`src/rtl/keypad_matrix_scanner.sv`:
```
// keypad_matrix_scanner
// Scans a 4x4 active-low key matrix one column at a time, assembles 16-bit
// frames, debounces them over whole frames and reports single-key presses as
// a 4-bit code with a valid/ack handshake.
// Optional build macro KEYPAD_REPEAT_EN: while the same single key stays
// accepted, a further press event is issued every REPEAT_FRAMES accepted
// frames after the initial event.

module keypad_matrix_scanner #(
    parameter int SCAN_DIV       = 250,  // clk cycles per column dwell (>=2)
    parameter int DEBOUNCE_SCANS = 3,    // identical frames needed to accept (>=1)
    parameter int REPEAT_FRAMES  = 25    // auto-repeat interval in accepted frames
) (
    input  logic       clk,
    input  logic       rst,
    input  logic       scan_en,
    output logic [3:0] keyboard_col,
    input  logic [3:0] keyboard_row,
    output logic       key_valid,
    output logic [3:0] key_code,
    input  logic       key_ack,
    output logic       key_down,
    output logic       overrun
);

    localparam int DIV_W = (SCAN_DIV > 1) ? $clog2(SCAN_DIV) : 1;
    localparam int CNT_W = $clog2(DEBOUNCE_SCANS + 1);
    localparam logic [DIV_W-1:0] DIV_LAST = DIV_W'(SCAN_DIV - 1);
    localparam logic [CNT_W-1:0] CNT_MAX  = CNT_W'(DEBOUNCE_SCANS);

    // Position of the single set bit of a one-hot frame; 0 when empty.
    function automatic logic [3:0] encode_key(input logic [15:0] f);
        logic [3:0] idx;
        idx = '0;
        for (int i = 0; i < 16; i++) begin
            if (f[i]) begin
                idx = 4'(i);
            end
        end
        return idx;
    endfunction

    // Scan registers
    logic [DIV_W-1:0] div_q;
    logic [1:0]       col_q;
    logic [15:0]      raw_q;
    logic [3:0]       keyboard_col_q;

    // Debounce registers
    logic [15:0]      prev_raw_q;
    logic [CNT_W-1:0] deb_cnt_q;
    logic             prev_none_q;
    logic             key_down_q;

    // Handshake registers
    logic             key_valid_q;
    logic [3:0]       key_code_q;
    logic             overrun_q;

    // Combinational decode
    logic             dwell_done;
    logic             frame_done;
    logic [1:0]       col_d;
    logic [15:0]      raw_d;
    logic [15:0]      frame;
    logic [CNT_W-1:0] cnt_d;
    logic             accept;
    logic             is_none;
    logic             is_single;
    logic [3:0]       frame_code;
    logic             first_event;
    logic             press_event;

    // Column timing, frame assembly, debounce arithmetic and press detection.
    // NOTE: every signal driven here gets a default first, so no latch can be inferred.
    always_comb begin
        dwell_done  = scan_en && (div_q == DIV_LAST);
        frame_done  = dwell_done && (col_q == 2'd3);
        col_d       = col_q + 2'd1;
        raw_d       = raw_q;
        if (dwell_done) begin
            raw_d[{col_q, 2'b00} +: 4] = ~keyboard_row;
        end
        // The completed frame includes column 3 sampled on this very edge.
        frame       = raw_d;
        cnt_d       = CNT_W'(1);
        if (frame == prev_raw_q) begin
            cnt_d = (deb_cnt_q == CNT_MAX) ? CNT_MAX : deb_cnt_q + CNT_W'(1);
        end
        accept      = frame_done && (cnt_d == CNT_MAX);
        is_none     = (frame == 16'h0000);
        is_single   = $onehot(frame);
        frame_code  = encode_key(frame);
        // A press only counts when the previously accepted state held no keys.
        first_event = accept && is_single && prev_none_q;
    end

`ifdef KEYPAD_REPEAT_EN
    localparam int REP_W = (REPEAT_FRAMES > 1) ? $clog2(REPEAT_FRAMES) : 1;
    localparam logic [REP_W-1:0] REP_LAST = REP_W'(REPEAT_FRAMES - 1);

    logic [15:0]      stable_q;
    logic [REP_W-1:0] rep_cnt_q;
    logic             rep_active_q;
    logic             repeat_event;

    // A repeat fires when the same single key has been re-accepted REPEAT_FRAMES times.
    always_comb begin
        repeat_event = accept && rep_active_q && is_single &&
                       (frame == stable_q) && (rep_cnt_q == REP_LAST);
    end

    // Repeat bookkeeping: counts accepted frames of an unchanged, already reported key.
    always_ff @(posedge clk or posedge rst) begin
        if (rst) begin
            stable_q     <= '0;
            rep_cnt_q    <= '0;
            rep_active_q <= 1'b0;
        end else if (accept) begin
            stable_q <= frame;
            if (frame != stable_q) begin
                rep_cnt_q    <= '0;
                rep_active_q <= first_event;
            end else if (rep_active_q && is_single) begin
                rep_cnt_q <= (rep_cnt_q == REP_LAST) ? '0 : rep_cnt_q + REP_W'(1);
            end
        end
    end

    assign press_event = first_event || repeat_event;
`else
    assign press_event = first_event;
`endif

    // Column divider and drive; disabling the scan parks the matrix and drops the partial frame.
    // NOTE: state is updated with non-blocking assignments so every register sees pre-edge values.
    always_ff @(posedge clk or posedge rst) begin
        if (rst) begin
            div_q          <= '0;
            col_q          <= 2'd0;
            raw_q          <= '0;
            keyboard_col_q <= 4'b1110;
        end else if (!scan_en) begin
            div_q          <= '0;
            col_q          <= 2'd0;
            raw_q          <= '0;
            keyboard_col_q <= 4'b1111;
        end else if (dwell_done) begin
            div_q          <= '0;
            col_q          <= col_d;
            raw_q          <= raw_d;
            keyboard_col_q <= ~(4'b0001 << col_d);
        end else begin
            div_q          <= div_q + DIV_W'(1);
            keyboard_col_q <= ~(4'b0001 << col_q);
        end
    end

    // Whole-frame debounce and accepted-state tracking.
    always_ff @(posedge clk or posedge rst) begin
        if (rst) begin
            prev_raw_q  <= '0;
            deb_cnt_q   <= '0;
            prev_none_q <= 1'b1;
            key_down_q  <= 1'b0;
        end else if (frame_done) begin
            prev_raw_q <= frame;
            deb_cnt_q  <= cnt_d;
            if (accept) begin
                prev_none_q <= is_none;
                key_down_q  <= is_single;
            end
        end
    end

    // Valid/ack handshake with sticky overrun; an ack always wins over a coincident event.
    always_ff @(posedge clk or posedge rst) begin
        if (rst) begin
            key_valid_q <= 1'b0;
            key_code_q  <= 4'h0;
            overrun_q   <= 1'b0;
        end else if (key_valid_q && key_ack) begin
            key_valid_q <= 1'b0;
            overrun_q   <= press_event;
        end else if (press_event) begin
            if (key_valid_q) begin
                overrun_q <= 1'b1;
            end else begin
                key_valid_q <= 1'b1;
                key_code_q  <= frame_code;
            end
        end
    end

    assign keyboard_col = keyboard_col_q;
    assign key_valid    = key_valid_q;
    assign key_code     = key_code_q;
    assign key_down     = key_down_q;
    assign overrun      = overrun_q;

endmodule
```
`config.mk`:
```
export PLATFORM = sky130hd
export DESIGN_NAME = keypad_matrix_scanner
export DESIGN_NICKNAME = d
export VERILOG_FILES = /design/src/rtl/keypad_matrix_scanner.sv
export SDC_FILE = /design/constraint.sdc
export NUM_CORES = 1
export LEC_CHECK = 0
export ABC_AREA = 0
export CORE_MARGIN = 1.5
export CORE_UTILIZATION = 65
export CTS_CLUSTER_SIZE = 14
export DETAILED_ROUTE_END_ITERATION = 10
export HOLD_SLACK_MARGIN = 0.08
export PLACE_DENSITY = 0.95
export SLEW_MARGIN = 40
export SYNTH_ARGS = -nofsm -noshare
export SYNTH_HDL_FRONTEND = slang
export SYNTH_SLANG_ARGS = --single-unit
export TNS_END_PERCENT = 30
```
`constraint.sdc`:
```
create_clock -name clk -period 18.26 [get_ports clk]
set_input_delay 3.652 -clock clk [delete_from_list [all_inputs] [get_ports clk]]
set_output_delay 3.652 -clock clk [all_outputs]
set_load 0.02 [all_outputs]
```
==> results.txt, run 1 <==
Global-route congestion overflow total - 0
Net count, final - 441
Layout cells sized above 1 - 0.09002
Number of ports placed on the die boundary - 19
Design area - 4045 um^2
Number of gates resized after CTS - 0
Crit path capture - key_code[0]
Post-CTS setup repair buffer count - 0
Sequential group share of total power - 0.603
DRC violation total after the first TritonRoute iteration - 574
Flip-flop and latch count after synthesis - 56
Time the final worst path needs with I/O delays and setup - 9.437 ns
Number of instances in the synthesized netlist - 408
Clk pin slew, worst setup/hold paths - 0.12 ns
Fraction of registers with async set or reset after synthesis - 1.000
Top cell type by total area after synthesis - sky130_fd_sc_hd__dfrtp_1
Register-to-register setup slack - 11.87 ns
# port buffers - 18
Worst-Skew Late Latency - 0.33 ns
Critical path endpoint category - register
Internal power - 0.1560 mW
CP startpoint kind - input port
Mean Syn Cell Area - 9.267 um^2
Number of cells traversed by the worst register-to-register path - 19
Crit Reg-Reg Startpoint - col_q[0]
Sw Pwr - 0.05192 mW
Required time worst endpoint - 18.47 ns
Core area - 5574 um^2
Vias in the first global route - 3,015
Overall track demand over capacity in global routing - 0.3075
Biggest cell delay along the critical path - 0.63 ns
Residual DRC count - 0
Critical Path, Cell by Cell - clkdlybuf4s50_1, and4b_1, nand3_2, a21oi_2, fa_1, fa_1, fa_1, fa_1, inv_1, ha_1, fa_1, o21ai_0, and4b_1, and4_1, nand4_4, mux2_4
Post-placement worst setup slack - 8.563 ns
Cell type of the slowest stage on the worst timing path - sky130_fd_sc_hd__nand3_2
Total wirelength of the detailed-routed design - 9090 um
PnR worst setup slack - 8.823 ns
Root Buffer Master - sky130_fd_sc_hd__clkbuf_8
Cell mode on critical path - sky130_fd_sc_hd__fa_1
Final total power - 0.2079 mW
Run status - completed
Clock sink count - 56
LEAKAGE - 1.859 nW
Area growth from synthesis to final layout - 6.982%
Number of buffers on the longest clock path - 2
Worst EP arrival - 9.65 ns
Final Hold Viols - 0
Total number of yosys warnings - 0
Placed cell count - 475
FF-to-FF End - key_code[0]
Remaining antenna violation count after routing - 0
Maximum number of pins on one net before global-route repair - 57
Hold_sp - raw_q[0]
Combined area of all synthesized cells - 3781 um^2
Part of the power in combinational logic - 0.046
Htree depth - 2
Switching power share of the total - 0.2497
Worst hold slack across all endpoints - 0.5087 ns
Max_cap viols - 0
Mean routed wirelength per cell - 18.82 um
Antenna violations before repair - 0
Number of hold buffers added after CTS - 0
Total inserted antenna cells - 0
Iteration count of the initial detailed-routing pass - 6
IR drop worst, VDD - 36.86 uV
Setup_tns - 0 ns
Fraction of the yosys area taken by sequential cells - 0.3719
Period utilisation layout - 0.5168
Placed Area - 3950 um^2
Post-detail-place hpwl - 6639 um
TritonCTS Buffers - 5
Unrepaired setup endpoints after global routing - false
Synthesized net count - 439
Worst-margin pin slew - 0.8186 ns
Starting density of the core - 0.6783
Via density per instance - 6.745
Top achievable clock speed - 106.0 MHz
Setup crit start - scan_en
Most instantiated library cell after synthesis - sky130_fd_sc_hd__dfrtp_1
DIE WIDTH - 79.27 um
Global-route wire length before repair - 14,790 um
Worst hold-check path type - reg -> reg
CTS tree - done
Leading cell types by total area after synthesis - sky130_fd_sc_hd__dfrtp_1 (34%), sky130_fd_sc_hd__o21ai_0 (5.6%), sky130_fd_sc_hd__fa_1 (5.3%)
Layout Skew - 0.01666 ns
Placer Congestion - 0.9357
Class of the most critical setup path - in -> reg
Die H - 79.27 um
Power share of the clock group - 0.351
Commonest cells in the synthesized netlist - sky130_fd_sc_hd__dfrtp_1 (52), sky130_fd_sc_hd__o21ai_0 (42), sky130_fd_sc_hd__nand2_1 (40)
Number of setup violations in the final report - 0
Normalized max-slew margin - 0.4537
Crit path max fanout - 33
Unique cell type count in the Yosys netlist - 65
Post-layout util - 0.7257
EDFF count, synth - 0
Placement Rows - 27
Total number of vias - 3,258
Die area - 6284 um^2
Yosys top cell area share - 0.3441
Number of cells in the finished layout apart from fillers - 483
Prevailing post-synth register cell - sky130_fd_sc_hd__dfrtp_1
Power per standard cell area - 51.40 nW/um^2
Count of pins over their slew limit - 0
registers in the layout, indices dropped and copies added, names as in the netlist, 2 cells and up:
signal and flops:
deb_cnt_q 2, col_q 2, key_code 4, div_q 8
keyboard_col 4, prev_raw_q 16, raw_q 16
how the worst min path moves through the flow:
stage | end | slack (ns) | depth (start not counted)
final | raw_q[0] | 0.51 | 2
after detailed placement | raw_q[0] | 0.48 | 2
after CTS | raw_q[0] | 0.51 | 2
after global placement | raw_q[12] | 0.47 | 2
after global routing | overrun | 0.53 | 1
after floorplan | raw_q[0] | 0.45 | 2
layout make-up:
class	count	area (um^2)
multi-input combinational	294	2138
inverter	34	127.6
sequential	56	1406
timing repair buffer	19	187.7
clock inverter	3	26.28
fill	379	1529
tap	72	90.09
clock buffer	5	68.82
cell families after synthesis:
group           count (synthesis)  synth area share
mux                            10           0.03110
buf+inv                        58           0.06320
fa+ha+maj                      23           0.09596
flops                          56            0.3719
simple gates                  136            0.2171
xor+xnor                       17           0.03938
compound gates                108            0.1813
placed cells by master, fill, tap and decap left out, types with 3 or more instances in the layout:
master                            synthesis  layout
sky130_fd_sc_hd__or2_2                    3       3
sky130_fd_sc_hd__mux2i_1                  5       5
sky130_fd_sc_hd__or3_1                    4       4
sky130_fd_sc_hd__ha_1                    13      13
sky130_fd_sc_hd__nand2b_1                 6       6
sky130_fd_sc_hd__a31oi_1                  6       6
sky130_fd_sc_hd__nand4bb_1                5       5
sky130_fd_sc_hd__and4_1                   6       6
sky130_fd_sc_hd__fa_1                    10      10
sky130_fd_sc_hd__a41oi_1                  3       3
sky130_fd_sc_hd__xor2_1                   9       9
sky130_fd_sc_hd__clkbuf_8                 0       5
sky130_fd_sc_hd__o31a_1                   4       4
sky130_fd_sc_hd__inv_1                   33      32
sky130_fd_sc_hd__nor2_1                  18      17
sky130_fd_sc_hd__a21o_1                   7       7
sky130_fd_sc_hd__a21oi_2                  3       3
sky130_fd_sc_hd__a21oi_1                 19      19
sky130_fd_sc_hd__xnor2_1                  8       8
sky130_fd_sc_hd__o21ai_0                 42      42
sky130_fd_sc_hd__nand2_1                 40      40
sky130_fd_sc_hd__nor4_1                   6       6
sky130_fd_sc_hd__nand3_1                  8       8
sky130_fd_sc_hd__dfrtp_1                 52      52
sky130_fd_sc_hd__dfstp_2                  4       4
sky130_fd_sc_hd__a221oi_1                 4       4
sky130_fd_sc_hd__and3_1                   6       6
sky130_fd_sc_hd__clkdlybuf4s50_1          0      18
sky130_fd_sc_hd__mux2_4                   3       3
sky130_fd_sc_hd__o31ai_1                  5       5
sky130_fd_sc_hd__nor3_1                   9       9
sky130_fd_sc_hd__and2_1                   4       4
per-layer routing:
| layer | vias up | GRT usage | part of all wire | wire length, um |
|---|---|---|---|---|
| li1 | 1461 | - | - | - |
| met1 | 1513 | 0.4105 | 0.40 | 3663 |
| met2 | 227 | 0.4795 | 0.45 | 4120 |
| met3 | 57 | 0.06207 | 0.097 | 878 |
| met4 | 0 | 0.1474 | 0.047 | 428 |
| met5 | - | 0 | 0 | 0 |
power by group through the flow:
stage          Clock, mW  Combinational [mW]  Sequential, mW
6_report          0.0729             0.00956           0.125
5_1_grt           0.0784              0.0106           0.126
4_1_cts           0.0733             0.00954           0.125
3_5_place_dp           0             0.00955           0.128
3_3_place_gp           0             0.00927           0.128
2_1_floorplan          0             0.00573           0.128
critical path, delay by kind of cell:
family,cells,cell delay [ns]
compound gates,2,0.71
buf+inv,2,0.56
mux,1,0.34
fa+ha+maj,6,2.52
simple gates,5,1.85
(Power assumes the default switching activity.)
==> inputs of run 2 (changes only) <==
--- a/config.mk
+++ b/config.mk
@@ -7,11 +7,11 @@
 export LEC_CHECK = 0
 export ABC_AREA = 0
 export CORE_MARGIN = 1.5
-export CORE_UTILIZATION = 65
+export CORE_UTILIZATION = 55
 export CTS_CLUSTER_SIZE = 14
 export DETAILED_ROUTE_END_ITERATION = 10
 export HOLD_SLACK_MARGIN = 0.08
-export PLACE_DENSITY = 0.95
+export PLACE_DENSITY = 0.87
 export SLEW_MARGIN = 40
 export SYNTH_ARGS = -nofsm -noshare
 export SYNTH_HDL_FRONTEND = slang
==> constraint.sdc (replaced) <==
create_clock -name clk -period 8 [get_ports clk]
set_input_delay 1.6 -clock clk [delete_from_list [all_inputs] [get_ports clk]]
set_output_delay 1.6 -clock clk [all_outputs]
set_load 0.02 [all_outputs]
==> run 2 against run 1 <==
Combinational power is 140% higher. Largest cell class unchanged. Critical path type unchanged. Register-to-register slack worse by 10 ns. Sequential power is 130% higher. Critical path depth is 3 higher.
==> results.txt, run 2 (synthesis gave the netlist of run 1 again) <==
Commonest cells after routing, fill and taps aside - sky130_fd_sc_hd__dfrtp_1 (52), sky130_fd_sc_hd__o21ai_0 (42), sky130_fd_sc_hd__nand2_1 (40), sky130_fd_sc_hd__inv_1 (32), sky130_fd_sc_hd__a21oi_1 (19)
TritonCTS Buffers - 5
Overall track demand over capacity in global routing - 0.2776
Die area - 7381 um^2
Worst hold-check path type - reg -> reg
Via density per instance - 6.512
Post-layout util - 0.6089
Core area - 6719 um^2
Top achievable clock speed - 138.8 MHz
Area growth from synthesis to final layout - 8.206%
Required time worst endpoint - 8.20 ns
Worst EP arrival - 7.40 ns
Net count, final - 448
DRC violation total after the first TritonRoute iteration - 417
Placement Rows - 30
Power per standard cell area - 113.2 nW/um^2
Class of the most critical setup path - in -> reg
Mean routed wirelength per cell - 19.07 um
Vias in the first global route - 3,244
Global-route congestion overflow total - 0
Crit path max fanout - 14
# port buffers - 18
Post-placement worst setup slack - 0.5327 ns
Number of hold buffers added after CTS - 0
Root Buffer Master - sky130_fd_sc_hd__clkbuf_8
Number of gates resized after CTS - 0
Layout cells sized above 1 - 0.09809
IR drop worst, VDD - 56.69 uV
GRT busiest layer - met2
Clock sink count - 56
Normalized max-slew margin - 0.5253
Clk pin slew, worst setup/hold paths - 0.09 ns
Number of buffers on the longest clock path - 2
Count of pins over their slew limit - 0
CP startpoint kind - input port
Setup_tns - 0 ns
Final Hold Viols - 0
Die H - 85.92 um
Iteration count of the initial detailed-routing pass - 6
PnR worst setup slack - 0.7942 ns
Met2 GRT Util - 0.4409
Post-detail-place hpwl - 6751 um
Post-CTS setup repair buffer count - 0
Number of cells in the finished layout apart from fillers - 498
Worst-Skew Late Latency - 0.31 ns
Total inserted antenna cells - 0
Antenna violations before repair - 0
Unrepaired setup endpoints after global routing - false
Total number of vias - 3,243
Final total power - 0.4634 mW
Number of ports placed on the die boundary - 19
Worst hold slack across all endpoints - 0.4956 ns
Period utilisation layout - 0.9007
LEAKAGE - 1.884 nW
Remaining antenna violation count after routing - 0
Placer Congestion - 1.041
Most common library cell in the layout ignoring fill and taps - sky130_fd_sc_hd__dfrtp_1
Worst-margin pin slew - 0.7121 ns
Critical path endpoint category - register
Htree depth - 2
Run status - completed
Time the final worst path needs with I/O delays and setup - 7.206 ns
Register-to-register setup slack - 1.57 ns
Placed Area - 4010 um^2
Max_cap viols - 0
Layout Skew - 0.009627 ns
Residual DRC count - 0
Design area - 4091 um^2
Starting density of the core - 0.5628
Placed cell count - 490
CTS tree - done
Global Route met1 Usage - 0.3732
Maximum number of pins on one net before global-route repair - 57
DIE WIDTH - 85.92 um
Global-route wire length before repair - 15,970 um
Number of setup violations in the final report - 0
Registers with the most flip-flops - prev_raw_q x16, raw_q x16, div_q x8
GR Util met3 - 0.05486
Total wirelength of the detailed-routed design - 9499 um
[run 2: cell types whose count changed in the layout (fill, tap and decap cells not counted), sizes merged]
cell / change
inv: -2
buf: +7
clkbuf: +2
[run 2: final cells by class]
| type | count | area [um^2] |
|---|---|---|
| Inverter | 34 | 127.6 |
| Tap cell | 80 | 100.1 |
| Clock inverter | 1 | 5.005 |
| Sequential cell | 56 | 1406 |
| Multi-Input combinational cell | 294 | 2136 |
| Clock buffer | 7 | 76.32 |
| Fill cell | 534 | 2628 |
| Timing Repair Buffer | 26 | 240.2 |
[run 2: worst paths after layout]
path / from / depth (start not counted) / to
max: scan_en / 19 / key_code[0]
min: raw_q[0] / 2 / raw_q[0]
max reg2reg: col_q[0] / 19 / key_code[0]
min reg2reg: raw_q[0] / 2 / raw_q[0]
max in group asynchronous: rst / 3 / key_code[0]
min in group asynchronous: rst / 3 / prev_raw_q[13]
[run 2: report_power, final]
group          switching (mW)  internal (mW)
logic                  0.0153        0.00778
clock network          0.0922         0.0618
registers             0.00180          0.284
[run 2: critical path, stage by stage]
cell and delay, ns:
sky130_fd_sc_hd__clkdlybuf4s50_1 0.52, sky130_fd_sc_hd__and4b_1 0.60, sky130_fd_sc_hd__nand3_1 0.46, sky130_fd_sc_hd__nand2_1 0.21, sky130_fd_sc_hd__o31a_1 0.19, sky130_fd_sc_hd__inv_1 0.07
sky130_fd_sc_hd__fa_1 0.48, sky130_fd_sc_hd__inv_1 0.05, sky130_fd_sc_hd__fa_1 0.45, sky130_fd_sc_hd__fa_1 0.48, sky130_fd_sc_hd__fa_1 0.49, sky130_fd_sc_hd__inv_1 0.04
sky130_fd_sc_hd__ha_1 0.19, sky130_fd_sc_hd__fa_1 0.38, sky130_fd_sc_hd__o21ai_0 0.15, sky130_fd_sc_hd__and4b_1 0.24, sky130_fd_sc_hd__and4_1 0.27, sky130_fd_sc_hd__nand4_4 0.18
sky130_fd_sc_hd__mux2_4 0.34
[run 2: routing by layer]
layer | wire length (um) | up-vias
li1 | - | 1458
met1 | 3701 | 1528
met2 | 4426 | 216
met3 | 1013 | 41
met4 | 359 | 0
met5 | 0 | -
